[src/rtl/axi_rd_slave_engine_if.sv]
// AXI4 read-channel (AR/R) bundle plus the backing-memory read port.
// "slave" is the engine's view; "master" is the view of whatever drives AR and sinks R.
interface axi_rd_slave_engine_if #(
  parameter int IDW = 12,
  parameter int AW  = 32,
  parameter int DW  = 64
);
  logic [IDW-1:0] s_axi_arid;
  logic [AW-1:0]  s_axi_araddr;
  logic [7:0]     s_axi_arlen;
  logic [2:0]     s_axi_arsize;
  logic [1:0]     s_axi_arburst;
  logic           s_axi_arvalid;
  logic           s_axi_arready;
  logic [IDW-1:0] s_axi_rid;
  logic [DW-1:0]  s_axi_rdata;
  logic [1:0]     s_axi_rresp;
  logic           s_axi_rlast;
  logic           s_axi_rvalid;
  logic           s_axi_rready;
  logic           mem_rd_en;
  logic [AW-1:0]  mem_rd_addr;
  logic [DW-1:0]  mem_rd_data;

  modport slave (
    input  s_axi_arid, s_axi_araddr, s_axi_arlen, s_axi_arsize, s_axi_arburst, s_axi_arvalid,
    output s_axi_arready,
    output s_axi_rid, s_axi_rdata, s_axi_rresp, s_axi_rlast, s_axi_rvalid,
    input  s_axi_rready,
    output mem_rd_en, mem_rd_addr,
    input  mem_rd_data
  );

  modport master (
    output s_axi_arid, s_axi_araddr, s_axi_arlen, s_axi_arsize, s_axi_arburst, s_axi_arvalid,
    input  s_axi_arready,
    input  s_axi_rid, s_axi_rdata, s_axi_rresp, s_axi_rlast, s_axi_rvalid,
    output s_axi_rready,
    input  mem_rd_en, mem_rd_addr,
    output mem_rd_data
  );
endinterface

[src/rtl/axi_rd_slave_engine.sv]
// AXI4 read slave: queues AR commands and plays each out as R beats from a 1-cycle-latency memory.
// Handshakes: a transfer happens on a clock edge where valid && ready; valid never waits on ready and
// R payload holds while rvalid && !rready. dbg_burst is 1 while the engine is in its BURST state.
module axi_rd_slave_engine #(
  parameter int IDW   = 12,
  parameter int AW    = 32,
  parameter int DW    = 64,
  parameter int DEPTH = 4
) (
  input  logic                 clk,
  input  logic                 rst,
  axi_rd_slave_engine_if.slave bus,
  output logic                 dbg_burst
);
  localparam int PW         = $clog2(DEPTH);
  localparam int LOG2_BYTES = $clog2(DW / 8);

  typedef struct packed {
    logic [IDW-1:0] id;
    logic [AW-1:0]  addr;
    logic [7:0]     len;
    logic [2:0]     size;
    logic [1:0]     burst;
    logic           err;
  } cmd_t;

  typedef enum logic {IDLE = 1'b0, BURST = 1'b1} state_t;

  cmd_t           fifo_mem [DEPTH];
  cmd_t           cmd_in;
  cmd_t           head;
  logic [PW-1:0]  wr_ptr, rd_ptr;
  logic [PW:0]    count, count_next;
  logic           arready_q;
  logic           push, pop, wrap_len_ok;

  state_t         state;
  logic [IDW-1:0] b_id;
  logic [7:0]     b_len;
  logic [2:0]     b_size;
  logic [1:0]     b_burst;
  logic           b_err;
  logic [AW-1:0]  cur_addr, next_addr, s_bytes, wrap_mask;
  logic [7:0]     beat_cnt;
  logic           issued_all;
  logic           issue, r_hs;

  logic           rvalid_q, rlast_q, rerr_q;
  logic [IDW-1:0] rid_q;
  logic [1:0]     rresp_q;

  assign wrap_len_ok = (bus.s_axi_arlen == 8'd1) || (bus.s_axi_arlen == 8'd3) ||
                       (bus.s_axi_arlen == 8'd7) || (bus.s_axi_arlen == 8'd15);

  assign cmd_in.id    = bus.s_axi_arid;
  assign cmd_in.addr  = bus.s_axi_araddr;
  assign cmd_in.len   = bus.s_axi_arlen;
  assign cmd_in.size  = bus.s_axi_arsize;
  assign cmd_in.burst = bus.s_axi_arburst;
  assign cmd_in.err   = (bus.s_axi_arburst == 2'b11) ||
                        (bus.s_axi_arsize > 3'(LOG2_BYTES)) ||
                        ((bus.s_axi_arburst == 2'b10) && !wrap_len_ok);

  assign push       = bus.s_axi_arvalid && arready_q;
  assign pop        = (state == IDLE) && (count != '0);
  assign head       = fifo_mem[rd_ptr];
  assign count_next = count + (PW+1)'(push) - (PW+1)'(pop);

  always_ff @(posedge clk) begin
    if (push) fifo_mem[wr_ptr] <= cmd_in;
  end

  // arready is registered from the next-cycle fill level, so it is low in reset and never lets a push hit a full queue.
  always_ff @(posedge clk) begin
    if (rst) begin
      wr_ptr    <= '0;
      rd_ptr    <= '0;
      count     <= '0;
      arready_q <= 1'b0;
    end else begin
      if (push) wr_ptr <= wr_ptr + 1'b1;
      if (pop)  rd_ptr <= rd_ptr + 1'b1;
      count     <= count_next;
      arready_q <= (count_next != (PW+1)'(DEPTH));
    end
  end

  assign issue = (state == BURST) && !issued_all && (!rvalid_q || bus.s_axi_rready);
  assign r_hs  = rvalid_q && bus.s_axi_rready;

  // WRAP keeps the bits above the container and wraps only the offset bits.
  always_comb begin
    s_bytes   = AW'(1) << b_size;
    wrap_mask = ((AW'(b_len) + AW'(1)) << b_size) - AW'(1);
    next_addr = cur_addr;
    case (b_burst)
      2'b00:   next_addr = cur_addr;
      2'b10:   next_addr = (cur_addr & ~wrap_mask) | ((cur_addr + s_bytes) & wrap_mask);
      default: next_addr = (cur_addr & ~(s_bytes - AW'(1))) + s_bytes;
    endcase
  end

  always_ff @(posedge clk) begin
    if (rst) begin
      state      <= IDLE;
      b_id       <= '0;
      b_len      <= '0;
      b_size     <= '0;
      b_burst    <= '0;
      b_err      <= 1'b0;
      cur_addr   <= '0;
      beat_cnt   <= '0;
      issued_all <= 1'b0;
      rvalid_q   <= 1'b0;
      rlast_q    <= 1'b0;
      rerr_q     <= 1'b0;
      rid_q      <= '0;
      rresp_q    <= '0;
    end else begin
      case (state)
        IDLE: begin
          if (pop) begin
            b_id       <= head.id;
            b_len      <= head.len;
            b_size     <= head.size;
            b_burst    <= head.burst;
            b_err      <= head.err;
            cur_addr   <= head.addr;
            beat_cnt   <= '0;
            issued_all <= 1'b0;
            state      <= BURST;
          end
        end
        BURST: begin
          if (issue) begin
            rid_q    <= b_id;
            rresp_q  <= b_err ? 2'b10 : 2'b00;
            rerr_q   <= b_err;
            rlast_q  <= (beat_cnt == b_len);
            cur_addr <= next_addr;
            if (beat_cnt == b_len) issued_all <= 1'b1;
            else                   beat_cnt   <= beat_cnt + 8'd1;
          end
          if (r_hs && rlast_q) state <= IDLE;
        end
        default: state <= IDLE;
      endcase
      if (issue)     rvalid_q <= 1'b1;
      else if (r_hs) rvalid_q <= 1'b0;
    end
  end

  assign bus.s_axi_arready = arready_q;
  assign bus.s_axi_rvalid  = rvalid_q;
  assign bus.s_axi_rlast   = rlast_q;
  assign bus.s_axi_rid     = rid_q;
  assign bus.s_axi_rresp   = rresp_q;
  assign bus.s_axi_rdata   = rerr_q ? '0 : bus.mem_rd_data;
  assign bus.mem_rd_en     = issue && !b_err;
  assign bus.mem_rd_addr   = cur_addr;
  assign dbg_burst         = (state == BURST);
endmodule

[src/flat_wrapper.sv]
// flat-port wrapper written by rule: the top's interface ports become plain ports
module axi_rd_slave_engine_flat 
#(
  parameter int IDW   = 12,
  parameter int AW    = 32,
  parameter int DW    = 64,
  parameter int DEPTH = 4
)
  (clk, rst, dbg_burst, bus_s_axi_arid, bus_s_axi_araddr, bus_s_axi_arlen, bus_s_axi_arsize, bus_s_axi_arburst, bus_s_axi_arvalid, bus_s_axi_arready, bus_s_axi_rid, bus_s_axi_rdata, bus_s_axi_rresp, bus_s_axi_rlast, bus_s_axi_rvalid, bus_s_axi_rready, bus_mem_rd_en, bus_mem_rd_addr, bus_mem_rd_data);
  axi_rd_slave_engine_if #(.IDW(IDW), .AW(AW), .DW(DW)) bus_i ();
  input  logic clk;
  input  logic rst;
  output logic dbg_burst;
  input wire logic [$bits(bus_i.s_axi_arid)-1:0] bus_s_axi_arid;
  input wire logic [$bits(bus_i.s_axi_araddr)-1:0] bus_s_axi_araddr;
  input wire logic [$bits(bus_i.s_axi_arlen)-1:0] bus_s_axi_arlen;
  input wire logic [$bits(bus_i.s_axi_arsize)-1:0] bus_s_axi_arsize;
  input wire logic [$bits(bus_i.s_axi_arburst)-1:0] bus_s_axi_arburst;
  input wire logic [$bits(bus_i.s_axi_arvalid)-1:0] bus_s_axi_arvalid;
  output wire logic [$bits(bus_i.s_axi_arready)-1:0] bus_s_axi_arready;
  output wire logic [$bits(bus_i.s_axi_rid)-1:0] bus_s_axi_rid;
  output wire logic [$bits(bus_i.s_axi_rdata)-1:0] bus_s_axi_rdata;
  output wire logic [$bits(bus_i.s_axi_rresp)-1:0] bus_s_axi_rresp;
  output wire logic [$bits(bus_i.s_axi_rlast)-1:0] bus_s_axi_rlast;
  output wire logic [$bits(bus_i.s_axi_rvalid)-1:0] bus_s_axi_rvalid;
  input wire logic [$bits(bus_i.s_axi_rready)-1:0] bus_s_axi_rready;
  output wire logic [$bits(bus_i.mem_rd_en)-1:0] bus_mem_rd_en;
  output wire logic [$bits(bus_i.mem_rd_addr)-1:0] bus_mem_rd_addr;
  input wire logic [$bits(bus_i.mem_rd_data)-1:0] bus_mem_rd_data;
  assign bus_i.s_axi_arid = bus_s_axi_arid;
  assign bus_i.s_axi_araddr = bus_s_axi_araddr;
  assign bus_i.s_axi_arlen = bus_s_axi_arlen;
  assign bus_i.s_axi_arsize = bus_s_axi_arsize;
  assign bus_i.s_axi_arburst = bus_s_axi_arburst;
  assign bus_i.s_axi_arvalid = bus_s_axi_arvalid;
  assign bus_s_axi_arready = bus_i.s_axi_arready;
  assign bus_s_axi_rid = bus_i.s_axi_rid;
  assign bus_s_axi_rdata = bus_i.s_axi_rdata;
  assign bus_s_axi_rresp = bus_i.s_axi_rresp;
  assign bus_s_axi_rlast = bus_i.s_axi_rlast;
  assign bus_s_axi_rvalid = bus_i.s_axi_rvalid;
  assign bus_i.s_axi_rready = bus_s_axi_rready;
  assign bus_mem_rd_en = bus_i.mem_rd_en;
  assign bus_mem_rd_addr = bus_i.mem_rd_addr;
  assign bus_i.mem_rd_data = bus_mem_rd_data;
  axi_rd_slave_engine #(.IDW(IDW), .AW(AW), .DW(DW), .DEPTH(DEPTH)) u_core (.clk(clk), .rst(rst), .bus(bus_i), .dbg_burst(dbg_burst));
endmodule
[config.mk]
export PLATFORM = sky130hd
export DESIGN_NAME = axi_rd_slave_engine_flat
export DESIGN_NICKNAME = d
export VERILOG_FILES = /design/src/rtl/axi_rd_slave_engine_if.sv /design/src/rtl/axi_rd_slave_engine.sv /design/src/flat_wrapper.sv
export SDC_FILE = /design/constraint.sdc
export NUM_CORES = 1
export LEC_CHECK = 0
export ABC_CLOCK_PERIOD_IN_PS = 11570
export CAP_MARGIN = 20
export CORE_ASPECT_RATIO = 0.7
export CORE_UTILIZATION = 58
export DETAILED_ROUTE_END_ITERATION = 8
export GPL_TIMING_DRIVEN = 0
export MAX_ROUTING_LAYER = met4
export PLACE_DENSITY_LB_ADDON = 0.12
export SYNTH_ARGS = -nofsm -noshare
export SYNTH_HDL_FRONTEND = slang
export SYNTH_SLANG_ARGS = --single-unit
[constraint.sdc]
create_clock -name clk -period 11.57 [get_ports clk]
set_input_delay 1.7355 -clock clk [delete_from_list [all_inputs] [get_ports clk]]
set_output_delay 1.7355 -clock clk [all_outputs]
set_load 0.03 [all_outputs]
==> impl_metrics.env <==
export IMPL_synth_fp_nets=1611
export IMPL_worst_pin_slew_ns=1.022
export IMPL_cts_resized=0
export IMPL_grt_pass1_wl_um=81100
export IMPL_grt_setup_unrepaired="no"
export IMPL_synthArstFlopShare_pct=0
export IMPL_min_delay_start="u_core.b_id[11]"
export IMPL_seqCellArea_mm2=0.008828
export IMPL_post_route_min_period_ns=6.512
export IMPL_dieArea_mm2=0.02936
export IMPL_synth_xor_area_share_pct=3.372
export IMPL_synth_cell_types=92
export IMPL_core_area_mm2=0.02801
export IMPL_drtIter0Drc=1736
export IMPL_post_cts_setup_buffer_count=0
export IMPL_synth_top_family_by_area="simple AND/OR/NAND/NOR gates"
export IMPL_htree_levels=1
export IMPL_start_kind="register"
export IMPL_cp_top_family="buffers and inverters"
export IMPL_synth_top_area_share_pct=41.91
export IMPL_pin_count=240
export IMPL_min_path_cells=2
export IMPL_drcViolationCount=0
export IMPL_critPathMostFrequentCell="clkbuf_1"
export IMPL_setup_tns_final_ns=0
export IMPL_clk_pin_slew_ns=0.07
export IMPL_syn_avg_cell_area_um2=11.39
export IMPL_postSynthCellCount=1460
export IMPL_worstPathCellList="clkbuf_1, clkbuf_1, buf_1, clkbuf_1, nor2_1, inv_1, ha_1, clkbuf_1, nor4bb_1, a221o_1, a31oi_1, o31ai_1, clkbuf_1, nand4_1, xor2_1, nand2_1, o211ai_1, a22o_1"
export IMPL_clk_latency_ns=0.59
export IMPL_via_count=13910
export IMPL_fillCellCount=1893
export IMPL_worstRegToRegCells=18
export IMPL_ctsLongestPathBuffers=3
export IMPL_grt_max_degree=45
export IMPL_final_antenna_net_count=0
export IMPL_finalHoldViolations=0
export IMPL_drv_cap=0
export IMPL_synth_compound_area_share_pct=13.05
export IMPL_cpMaxStageDelayCell="o31ai_1"
export IMPL_critPathMaxStageDelay_ns=0.75
export IMPL_syn_cell_area_mm2=0.01662
export IMPL_area_growth_syn_to_layout_pct=24.03
export IMPL_finalSetupViolCount=0
export IMPL_fin_crit_sh_pct=56.29
export IMPL_power_density_mw_per_mm2=243.5
export IMPL_fmax_mhz=153.6
export IMPL_firstDrtPassIters=7
export IMPL_rows=51
export IMPL_dieWidth_um=204.4
export IMPL_grt_ovfl_total=0
export IMPL_dpl_hpwl_um=39360
export IMPL_globalplace_congestion=0.9715
export IMPL_initial_core_util_pct=59.35
export IMPL_die_h_um=143.7
export IMPL_fin_skew_ns=0.03547
export IMPL_arrival_ns=6.97
export IMPL_hold_path_class="register to register"
export IMPL_yosys_top_cells_area="edfxtp_1 (42%), dfxtp_1 (11%), mux4_2 (7.9%), nand2_1 (3.9%), nor2b_1 (2.8%)"
export IMPL_r2r_start="u_core.b_size[2]"
export IMPL_path_buf_inv=7
export IMPL_ys_seq_area_share_pct=53.10
export IMPL_worstHoldEndpoint="u_core.b_id[11]"
export IMPL_synth_enable_flop_cells=232
export IMPL_antenna_found_initial=1
export IMPL_holdBufCountCts=0
export IMPL_slew_headroom_pct=31.23
export IMPL_ir_drop_v=0.0001614
export IMPL_port_buffers=237
export IMPL_first_global_vias=13340
export IMPL_placed_cell_area_mm2=0.01959
export IMPL_yosysWarnings=0
export IMPL_critical_path_startpoint="u_core.b_size[2]"
export IMPL_ys_ff_latch=325
export IMPL_clockRootBuffer="clkbuf_16"
export IMPL_cts_sinks=325
export IMPL_rrSetupSlack_ns=5.06
export IMPL_end_kind="register"
export IMPL_vias_per_cell=6.527
export IMPL_drt_wl_total_um=54720
export IMPL_synthAdderAreaFrac_pct=2.047
export IMPL_grtUsageTotal_pct=38.27
export IMPL_drive_above_1_share_pct=9.721
export IMPL_post_drt_wl_per_cell_um=25.68
export IMPL_multi_input_area_mm2=0.007207
export IMPL_slew_violations=0
export IMPL_status="completed"
export IMPL_nets=1886
export IMPL_design_area_mm2=0.02062
export IMPL_yosysTopAreaCell="edfxtp_1"
export IMPL_utilization_pct=73.61
export IMPL_p_leak_nw=6.787
export IMPL_synth_flop_cell="edfxtp_1"
export IMPL_synth_simple_area_share_pct=16.04
export IMPL_cts_tree="yes"
export IMPL_worstPathRequired_ns=12.03
export IMPL_critPathMaxFanout=10
export IMPL_synthMuxAreaShare_pct=8.700
export IMPL_crit_type="register to register"
export IMPL_numCtsBuffers=30
## cell usage after synthesis, types with 18 or more instances
| cell type | instances |
|---|---|
| nor2_1 | 88 |
| nand3_1 | 28 |
| o21ai_0 | 42 |
| a31oi_1 | 22 |
| xor2_1 | 24 |
| nand2_1 | 174 |
| a21oi_1 | 87 |
| clkbuf_1 | 69 |
| nor2b_1 | 75 |
| nand4_1 | 18 |
| nor3_1 | 32 |
| xnor2_1 | 40 |
| nand2b_1 | 18 |
| ha_1 | 24 |
| dfxtp_1 | 93 |
| mux4_2 | 58 |
| inv_1 | 33 |
| edfxtp_1 | 232 |
## logic make-up after synthesis
family / count (synthesis)
AOI/OAI and AO/OA: 311
and+or+nand+nor: 527
buffers and inverters: 136
other: 1
xor gates and xnor gates: 64
adders and majority gates: 26
DFF: 325
muxes: 70
## routing by layer
layer | global-route usage, % | routed length, µm | vias up
met1 | 52.30 | 21990 | 6831
met5 | - | 0 | -
met2 | 57.40 | 24280 | 952
met4 | 10.29 | 1438 | 0
met3 | 9.184 | 7015 | 98
li1 | - | - | 6027
## cell type report
type / count / area share [%]
Sequential cell: 325 / 42.82
Tap cell: 371 / 2.251
Multi-Input combinational cell: 999 / 34.95
Timing Repair Buffer: 243 / 12.09
Inverter: 34 / 0.6189
Buffer: 102 / 2.336
Clock buffer: 38 / 3.981
Clock inverter: 18 / 0.9405
Antenna cell: 1 / 0.01214
## worst max path at each step
stage / cells past startpoint / slack [ns] / end
global placement: 18 / 5.40 / register
CTS: 18 / 5.38 / register
floorplan: 5 / 7.12 / bus_mem_rd_en
global route: 18 / 4.67 / register
detailed placement: 18 / 5.41 / register
finish: 18 / 5.06 / register
## stage by stage
step	hold WS, ns	total power [mW]	instances	setup WS, ns
2_1_floorplan	0.4322	3.094	1460	7.120
3_3_place_gp	0.4424	3.863	2068	5.400
3_5_place_dp	0.4459	3.921	2073	5.408
4_1_cts	0.4591	4.943	2129	5.378
5_1_grt	0.4808	5.219	2131	4.669
6_report	0.4569	5.020	2131	5.058
## cells in the final DEF (no fill, tap or decap), types with 10 or more instances in the layout
cell type        synthesis  final
a211oi_1                14     14
a21oi_1                 87     87
a31oi_1                 22     22
and2_1                  14     14
buf_1                   13     13
clkbuf_1                69     73
clkbuf_16                0     30
clkdlybuf4s50_1          0    237
dfxtp_1                 93     93
edfxtp_1               232    232
ha_1                    24     24
inv_1                   33     33
mux4_2                  58     58
nand2_1                174    174
nand2b_1                18     18
nand3_1                 28     28
nand4_1                 18     18
nor2_1                  88     88
nor2b_1                 75     75
nor3_1                  32     32
o211ai_1                14     14
o21a_1                  10     10
o21ai_0                 42     42
o31ai_1                 10     10
or3_1                   12     12
xnor2_1                 40     40
xor2_1                  24     24
## worst reg2reg max path, cell delays in order, from the launching register on
cell	delay, ns
dfxtp_1	0.41
clkbuf_1	0.47
clkbuf_1	0.54
buf_1	0.51
clkbuf_1	0.54
nor2_1	0.18
inv_1	0.15
ha_1	0.18
clkbuf_1	0.38
nor4bb_1	0.59
a221o_1	0.25
a31oi_1	0.07
o31ai_1	0.75
clkbuf_1	0.55
nand4_1	0.19
xor2_1	0.20
nand2_1	0.07
o211ai_1	0.14
a22o_1	0.25
## power by group
| group | switching (mW) | internal (mW) |
|---|---|---|
| sequential | 0.177 | 1.43 |
| combinational | 1.51 | 0.882 |
| clock | 0.452 | 0.572 |
| total | 2.14 | 2.88 |
(Power assumes the default switching activity.)
